===== config.mk =====
export PLATFORM = sky130hd
export DESIGN_NAME = hex_scroller
export DESIGN_NICKNAME = d
export VERILOG_FILES = /design/src/rtl/hex_scroller.sv
export SDC_FILE = /design/constraint.sdc
export NUM_CORES = 1
export LEC_CHECK = 0
export BUFFER_PORTS_ARGS = -buffer_cell sky130_fd_sc_hd__buf_2
export CORE_MARGIN = 3
export CORE_UTILIZATION = 60
export DETAILED_ROUTE_END_ITERATION = 8
export GPL_TIMING_DRIVEN = 1
export PLACE_DENSITY = 0.81
export SYNTH_ARGS = -nofsm -noshare
export SYNTH_HDL_FRONTEND = slang
export SYNTH_SLANG_ARGS = --single-unit

===== constraint.sdc =====
create_clock -name Clock -period 2.65 [get_ports Clock]
set_input_delay 0.1325 -clock Clock [delete_from_list [all_inputs] [get_ports Clock]]
set_output_delay 0.1325 -clock Clock [all_outputs]
set_load 0.02 [all_outputs]

===== src/rtl/hex_scroller.sv =====
// Scrolling message display: a small character buffer is shown through a
// NUM_DIGITS-wide window on active-low 7-segment digits, moved one place per tick period.

module hex_seg_dec (
    input  logic [2:0] code,
    output logic [6:0] seg_n
);
    // seg_n[0] = segment a ... seg_n[6] = segment g, active-low
    always_comb begin
        seg_n = 7'h7F;
        case (code)
            3'd0:    seg_n = 7'b0001001;
            3'd1:    seg_n = 7'b0000110;
            3'd2:    seg_n = 7'b1000111;
            3'd3:    seg_n = 7'b1000000;
            default: seg_n = 7'h7F;
        endcase
    end
endmodule

module hex_scroller #(
    parameter int NUM_DIGITS = 4,
    parameter int MSG_LEN    = 8,
    parameter int TICK_DIV   = 25000000
) (
    input  logic                    Clock,
    input  logic                    Reset,
    input  logic                    Run,
    input  logic                    Dir,
    input  logic                    Load,
    input  logic [3:0]              LoadAddr,
    input  logic [2:0]              LoadChar,
    output logic [7*NUM_DIGITS-1:0] HEX,
    output logic                    Step
);
    localparam int TW = $clog2(TICK_DIV);
    localparam int PW = $clog2(MSG_LEN);
    localparam logic [TW-1:0] TICK_LAST = TW'(TICK_DIV - 1);
    localparam logic [PW-1:0] POS_LAST  = PW'(MSG_LEN - 1);

    logic [MSG_LEN-1:0][2:0]    msg_q, msg_d;
    logic [PW-1:0]              pos_q, pos_d;
    logic [TW-1:0]              tick_q, tick_d;
    logic                       step_q, step_d;
    logic [7*NUM_DIGITS-1:0]    hex_q, hex_d;

    logic [NUM_DIGITS-1:0][2:0] dig_char;
    logic [NUM_DIGITS-1:0][6:0] dig_seg;

    always_comb begin
        tick_d = tick_q;
        pos_d  = pos_q;
        step_d = 1'b0;
        msg_d  = msg_q;
        if (Run) begin
            if (tick_q == TICK_LAST) begin
                tick_d = '0;
                step_d = 1'b1;
                if (Dir)
                    pos_d = (pos_q == '0) ? POS_LAST : pos_q - PW'(1);
                else
                    pos_d = (pos_q == POS_LAST) ? '0 : pos_q + PW'(1);
            end else begin
                tick_d = tick_q + TW'(1);
            end
        end
        // out-of-range addresses match no entry and are dropped
        for (int i = 0; i < MSG_LEN; i++)
            if (Load && LoadAddr == 4'(i))
                msg_d[i] = LoadChar;
    end

    // leftmost digit shows msg[pos], wrapping around the buffer
    always_comb begin
        dig_char = '0;
        for (int j = 0; j < NUM_DIGITS; j++)
            for (int i = 0; i < MSG_LEN; i++)
                if (((int'(pos_q) + j) % MSG_LEN) == i)
                    dig_char[NUM_DIGITS-1-j] = msg_q[i];
    end

    for (genvar k = 0; k < NUM_DIGITS; k++) begin : g_dig
        hex_seg_dec u_dec (
            .code  (dig_char[k]),
            .seg_n (dig_seg[k])
        );
    end

    assign hex_d = dig_seg;

    always_ff @(posedge Clock) begin
        if (Reset) begin
            pos_q  <= '0;
            tick_q <= '0;
            step_q <= 1'b0;
            hex_q  <= '1;
            for (int i = 0; i < MSG_LEN; i++)
                msg_q[i] <= (i < 4) ? 3'(i) : 3'd4;
        end else begin
            pos_q  <= pos_d;
            tick_q <= tick_d;
            step_q <= step_d;
            hex_q  <= hex_d;
            msg_q  <= msg_d;
        end
    end

    assign HEX  = hex_q;
    assign Step = step_q;
endmodule


Word-level counts from Yosys, hierarchy flattened:

Cells that the tools add are included.

* register bits after elaboration: 81
* input bits: 12
* output and inout port bits: 29
* logic and storage cells: 135

* eq/ne operators: 49
* reductions and logical operators: 23
* bitwise gates (word level): 4
* multiplexer cells: 41
* $add $sub $neg: 6

Operators by type and width (number)
* 32-bit zero test: 4
* 7-bit one-hot mux with 4 select lines: 4
* 3-bit two-way mux: 35
* 4-bit equality test, second input constant: 12
* 4-bit by 3-bit equality test with 1-bit output, second input constant: 10
* 3-bit by 2-bit equality test with 1-bit output, second input constant: 10
* 25-bit by 1-bit adder with 25-bit output, second input constant: 1
* 25-bit equality test, second input constant: 1
* 25-bit two-way mux: 1
* 4-bit by 2-bit equality test with 1-bit output, second input constant: 5
* 3-bit by 1-bit equality test with 1-bit output, second input constant: 5
* 3-bit equality test, second input constant: 5
* 3-bit zero test: 5
* 3-bit OR reduction: 3
* 1-bit logical AND: 8
* 3-bit by 1-bit adder with 3-bit output, second input constant: 2
* 3-bit by 2-bit adder with 3-bit output, second input constant: 2
* 4-bit by 1-bit equality test with 1-bit output, second input constant: 1
* 4-bit zero test: 1
* 1-bit AND, first input constant: 3
* 3-bit by 1-bit subtractor with 3-bit output, second input constant: 1
* 2-bit AND reduction: 1
* 2-bit OR reduction: 1
* 1-bit two-way mux: 1
* 1-bit NOT: 1

Depth between registers and ports, before layout:

* word-level depth: 14
* depth in mapped cells: 11
* mapped depth without buffers: 9

By module:

Synthesis repeated with hierarchy kept, for this count alone.

* cells, all modules: 515
* area total of the unflattened synthesis: 4290.4 um^2

By module, submodules not included
* hex_scroller: area an instance 4075.2 um^2, sequential area each 1621.6 um^2, instances 1, cells an instance 483
* hex_seg_dec: area an instance 53.8 um^2, sequential area each 0.0 um^2, instances 4, cells an instance 8

Worst setup path after synthesis:

OpenSTA, ideal clock, no wires.

* path kind: flip-flop to flip-flop
* start point: register pos_q[1]
* end point: register hex_q[0], in the netlist HEX[0]
* clock period less this slack: 2.378 ns
* cell stages (with the launch flop): 9
* required time: 2.516 ns
* path slack: 0.272 ns
* setup time: 0.134 ns
* arrival: 2.244 ns
* path buffers: 1
* path through: dfxtp_1 -> inv_1 -> ha_1 -> ha_1 -> buf_2 -> o21ai_0 -> a222oi_1 -> nor2_1 -> or4_1

* cells in the longest elaborated chain, start to end: 14
* elaborated cells on any way between the ends: 24
* classes of those cells: add/sub: 1; eq/ne: 10; mux: 9; bitwise: 1; reduce/logical: 3

RTL lines
* start, declared: line 42 `logic [PW-1:0] pos_q, pos_d;`
* start signal, assigned: line 100 `pos_q <= pos_d;`
* 3-bit by 2-bit adder with 3-bit output (*): line 78 `if (((int'(pos_q) + j) % MSG_LEN) == i)`
* 3-bit OR reduction (no line)
* 1-bit AND (no line)
* 32-bit zero test: line 78
* 3-bit two-way mux (7 in a row): line 78
* 3-bit two-way mux (*): line 78
* 3-bit by 2-bit equality test with 1-bit output (tied with other cells): line 11 `case (code)`
* 7-bit one-hot mux with 4 select lines (*): line 11
* end signal, assigned: line 96 `hex_q <= '1;`
* end signal, assigned: line 103 `hex_q <= hex_d;`
* end, declared: line 45 `logic [7*NUM_DIGITS-1:0] hex_q, hex_d;`

Every way passes the cells marked *; elsewhere a longest branch is shown, timed or not.
A chain may end at the register's enable or synchronous reset.

Worst setup path in the final report:

* start point: register pos_q[0]
* end point: register hex_q[17], in the netlist HEX[17]

* cells in the longest elaborated chain, start to end: 14
* elaborated cells on any way between the ends: 24
* classes of those cells: add/sub: 1; eq/ne: 10; mux: 9; bitwise: 1; reduce/logical: 3

RTL lines (line)
* 3-bit by 1-bit adder with 3-bit output (*): 78
* 3-bit OR reduction (no line)
* 1-bit AND (no line)
* 32-bit zero test: 78
* 3-bit two-way mux (7 in a row): 78
* 3-bit two-way mux (*): 78
* 3-bit by 2-bit equality test with 1-bit output (tied with other cells): 11
* 7-bit one-hot mux with 4 select lines (*): 11

Marks and branches as above.

==> summary.md <==
| Metric | Value |
|---|---|
| Routability Congestion | 0.956 |
| Detailed placement HPWL | 7950 microns |
| Register-to-register setup slack | approximately 0.19 ns |
| Port bufs | 40 |
| Height of the chip | 90.2 microns |
| Clock slew seen by the registers of the worst setup and hold paths | approximately 0.090 ns |
| Most area-hungry cell type in the Yosys netlist | dfxtp_1 |
| Syn Std Cell Area | roughly 4300 sq um |
| Core utilization of the finished layout | between 60% and 70% |
| Global-route wire length before repair | 18,600 microns |
| Final slew viol count | 0 |
| Critical path data required time | roughly 3 ns |
| Fraction of layout cells with a size suffix above 1 | between 15 and 20% |
| Clock insertion delay at the later pin of the skew report | between 0.3 and 0.4 ns |
| Fraction of power spent switching nets | 24.1% |
| Width of the die | ~90 microns |
| Most used flip-flop cell after synthesis | dfxtp_1 |
| GRT Util Overall | 28.4% |
| Summed negative setup slack over all endpoints | 0 ns |
| Pin count of the biggest net entering global routing | 23 |
| Comb power frac | 6.1% |
| Antenna violations before repair | 0 |
| Power Density | 487 nW/um^2 |
| Area of the die | 8130 sq um |
| CTS root buffer | clkbuf_8 |
| Vias | 3,895 |
| Total count of hold-check failures in the final report | 0 |
| Post CTS Setup Buffer Count | 0 |
| Power dissipated by switching net loads | 0.549 mW |
| Non-filler cells in the finished layout | 645 |
| Slew Limit Headroom | 54.4% |
| Fillers | 600 |
| Net count of the mapped netlist | 539 |
| Post-Layout Inst Area | approximately 4700 sq um |
| Worst min-delay path category | in -> reg |
| Share of total power in the clock network | a little over two fifths |
| Hold-critical path endpoint | msg_q[1] |
| CP endpoint kind | register |
| Aggregate global routing overflow | 0 |
| Hold Path Cell Cnt | 3 |
| Endpoint of the worst-slack reg-to-reg timing path | HEX[17] |
| Num CTS Buffers | 9 |
| Clock Skew | 0.0179 ns |
| Final critical-path required period | 2.46 ns |
| Max-Cap Viols | 0 |
| First-pass iteration count of the detailed router | 9 |
| Core area | 6830 sq um |
| Depth of the worst register-to-register path | 7 |
| Share of the cycle needed by the critical path after routing | 92.8% |
| Via count of the first global-routing pass | 3,820 |
| Worst Path Arrival | 2.73 ns |
| Ports placed on the boundary | 41 |
| Final Total Pwr | 2.28 mW |
| Launch point of the worst reg-to-reg path | pos_q[0] |
| Hold path startpoint | LoadChar[1] |
| Standard-cell row count | 30 |
| Flops & latches, synth | 73 |
| Static leakage power | 1.84 nW |
| Vias per cell | a little over 6 |
| Area growth from synthesis to final layout | 9.89% |
| Area after DPL | 4440 sq um |
| Number of instances in the synthesized netlist | 515 |
| Final setup violating endpoints | 0 |
| Number of H-tree levels | 3 |
| Power Internal | 1.73 mW |
| Total length of routed wires | 11,200 microns |
| Part of the total power dissipated in sequential elements | 50.0% |
| Number of enable-type register cells in the synthesized netlist | 0 |
| Cell variety after synth | 69 |
| Mean instance size in the synthesized netlist | between 8 and 9 sq um |
| Number of sinks handled by clock tree synthesis | 73 |
| DRC violation total after the first TritonRoute iteration | between 300 and 400 |
| Main area contributors after synthesis | dfxtp_1, nand2_1, nor2_1 |
| Largest fanout on the critical path | 9 |
| Initial Utilization | 62.2% |
| Type of origin of the critical path | register |
| Async set-reset flop share out of synthesis | 0% |
| Slew @ Worst Pin | 0.681 ns |
| Upper clock frequency limit | approximately 400 MHz |
| Count of placed standard cells including taps | 629 |
| Setup repair after global routing missed its margin | false |
| Net count reported at finish | around 570 |
| Clock Path Buffers | 2 |
| TritonCTS clock tree | yes |
| Sequential area share after synthesis | 34.4% |
| Worst setup path category | reg -> reg |
| Setup slack after placement | 0.177 ns |
| Worst IR drop on VDD | 0.000391 V |
| Number of diodes added for antenna fixing | 0 |
| WHS | roughly 0.10 ns |
| Top-area cell type share of the netlist area | 34.4% |
| Final worst slack | 0.191 ns |
| Drt wl/cell | 17.3 microns |
| Run status | completed |
| Remaining DRCs | 0 |
| Count of antenna-violating nets left after detailed routing | 0 |
| Count of yosys warnings during synthesis | 0 |
-- state kept, by name, indices dropped and copies added (netlist names) --
signal,cells
tick_q,25
HEX,20
msg_q,24
Step,1
pos_q,3
-- synth_stat cells, drive strengths merged, types with 9 or more instances --
library cell	n
xor2	18
nor2	59
nand4	9
dfxtp	73
o21ai	10
nand3b	10
inv	26
buf	27
a21oi	34
nand2	69
nand3	14
nor2b	10
ha	12
nand2b	11
mux2i	18
xnor2	11
-- cells by family (layout without fill, tap and decap cells) --
logic type	after synthesis	count (layout)	synth area share, %
buffers and inverters	61	95	7.77
and+or+nand+nor	217	217	26.4
muxes	18	18	4.24
xor gates and xnor gates	29	29	6.15
AOI/OAI and AO/OA	105	105	17.5
adders and majority gates	12	12	3.53
DFF	73	73	34.4
-- placed cells by master, fill, tap and decap left out, drive strengths merged, types with 12 or more instances in the layout --
cell type / instances
dfxtp: 73
mux2i: 18
ha: 12
nor2: 59
nand2: 69
buf: 53
inv: 27
a21oi: 34
nand3: 14
xor2: 18
-- layer usage --
metal	vias to the layer above	global-route usage [%]	part of all wire [%]	wire length, microns
met4	0	15.6	4.8	541
met2	197	47.4	47	5240
met3	53	5.69	6.9	769
li1	1843	-	-	-
met5	-	0	0	0
met1	1802	34.1	41	4610
-- how the worst max path moves through the flow --
stage,depth (start not counted),end,slack [ns],startpoint
after floorplan,8,HEX[0],0.27,pos_q[1]
after global placement,8,HEX[0],0.24,pos_q[1]
after detailed placement,8,HEX[0],0.18,pos_q[1]
after CTS,8,HEX[0],0.16,pos_q[1]
after global routing,8,HEX[0],0.05,pos_q[1]
final,7,HEX[17],0.19,pos_q[0]
-- what timing repair did --
| action | in CTS | in global routing |
|---|---|---|
| resized for setup | 0 | 3 |
| endpoints found under the setup margin | 0 | 5 |
| hold buffers | 0 | 0 |
-- area by class of cell --
cell class,instances,area [sq um],share of cell area (%)
clock inverters,6,90.1,1.93
inverters,26,97.6,2.09
repair buffers,53,298,6.38
clock buffers,10,138,2.95
well taps,96,120,2.57
flip-flops and latches,73,1460,31.3
multi-input cells,381,2460,52.7
-- power groups by stage --
stage / clock network (mW) / registers [mW] / logic [mW]
finish: 0.998 / 1.14 / 0.140
global route: 1.06 / 1.14 / 0.152
CTS: 1.02 / 1.14 / 0.139
detailed placement: 0 / 1.16 / 0.139
global placement: 0 / 1.16 / 0.136
floorplan: 0 / 1.18 / 0.0819
-- critical path, stage by stage (launching register included) --
cell and delay (ns):
dfxtp_2 0.36, ha_1 0.26, ha_1 0.51, nand2_1 0.16, o32ai_1 0.41, a31oi_1 0.14, o21ai_0 0.36, o21bai_1 0.17
No activity file was read; power rests on OpenSTA's default activity.
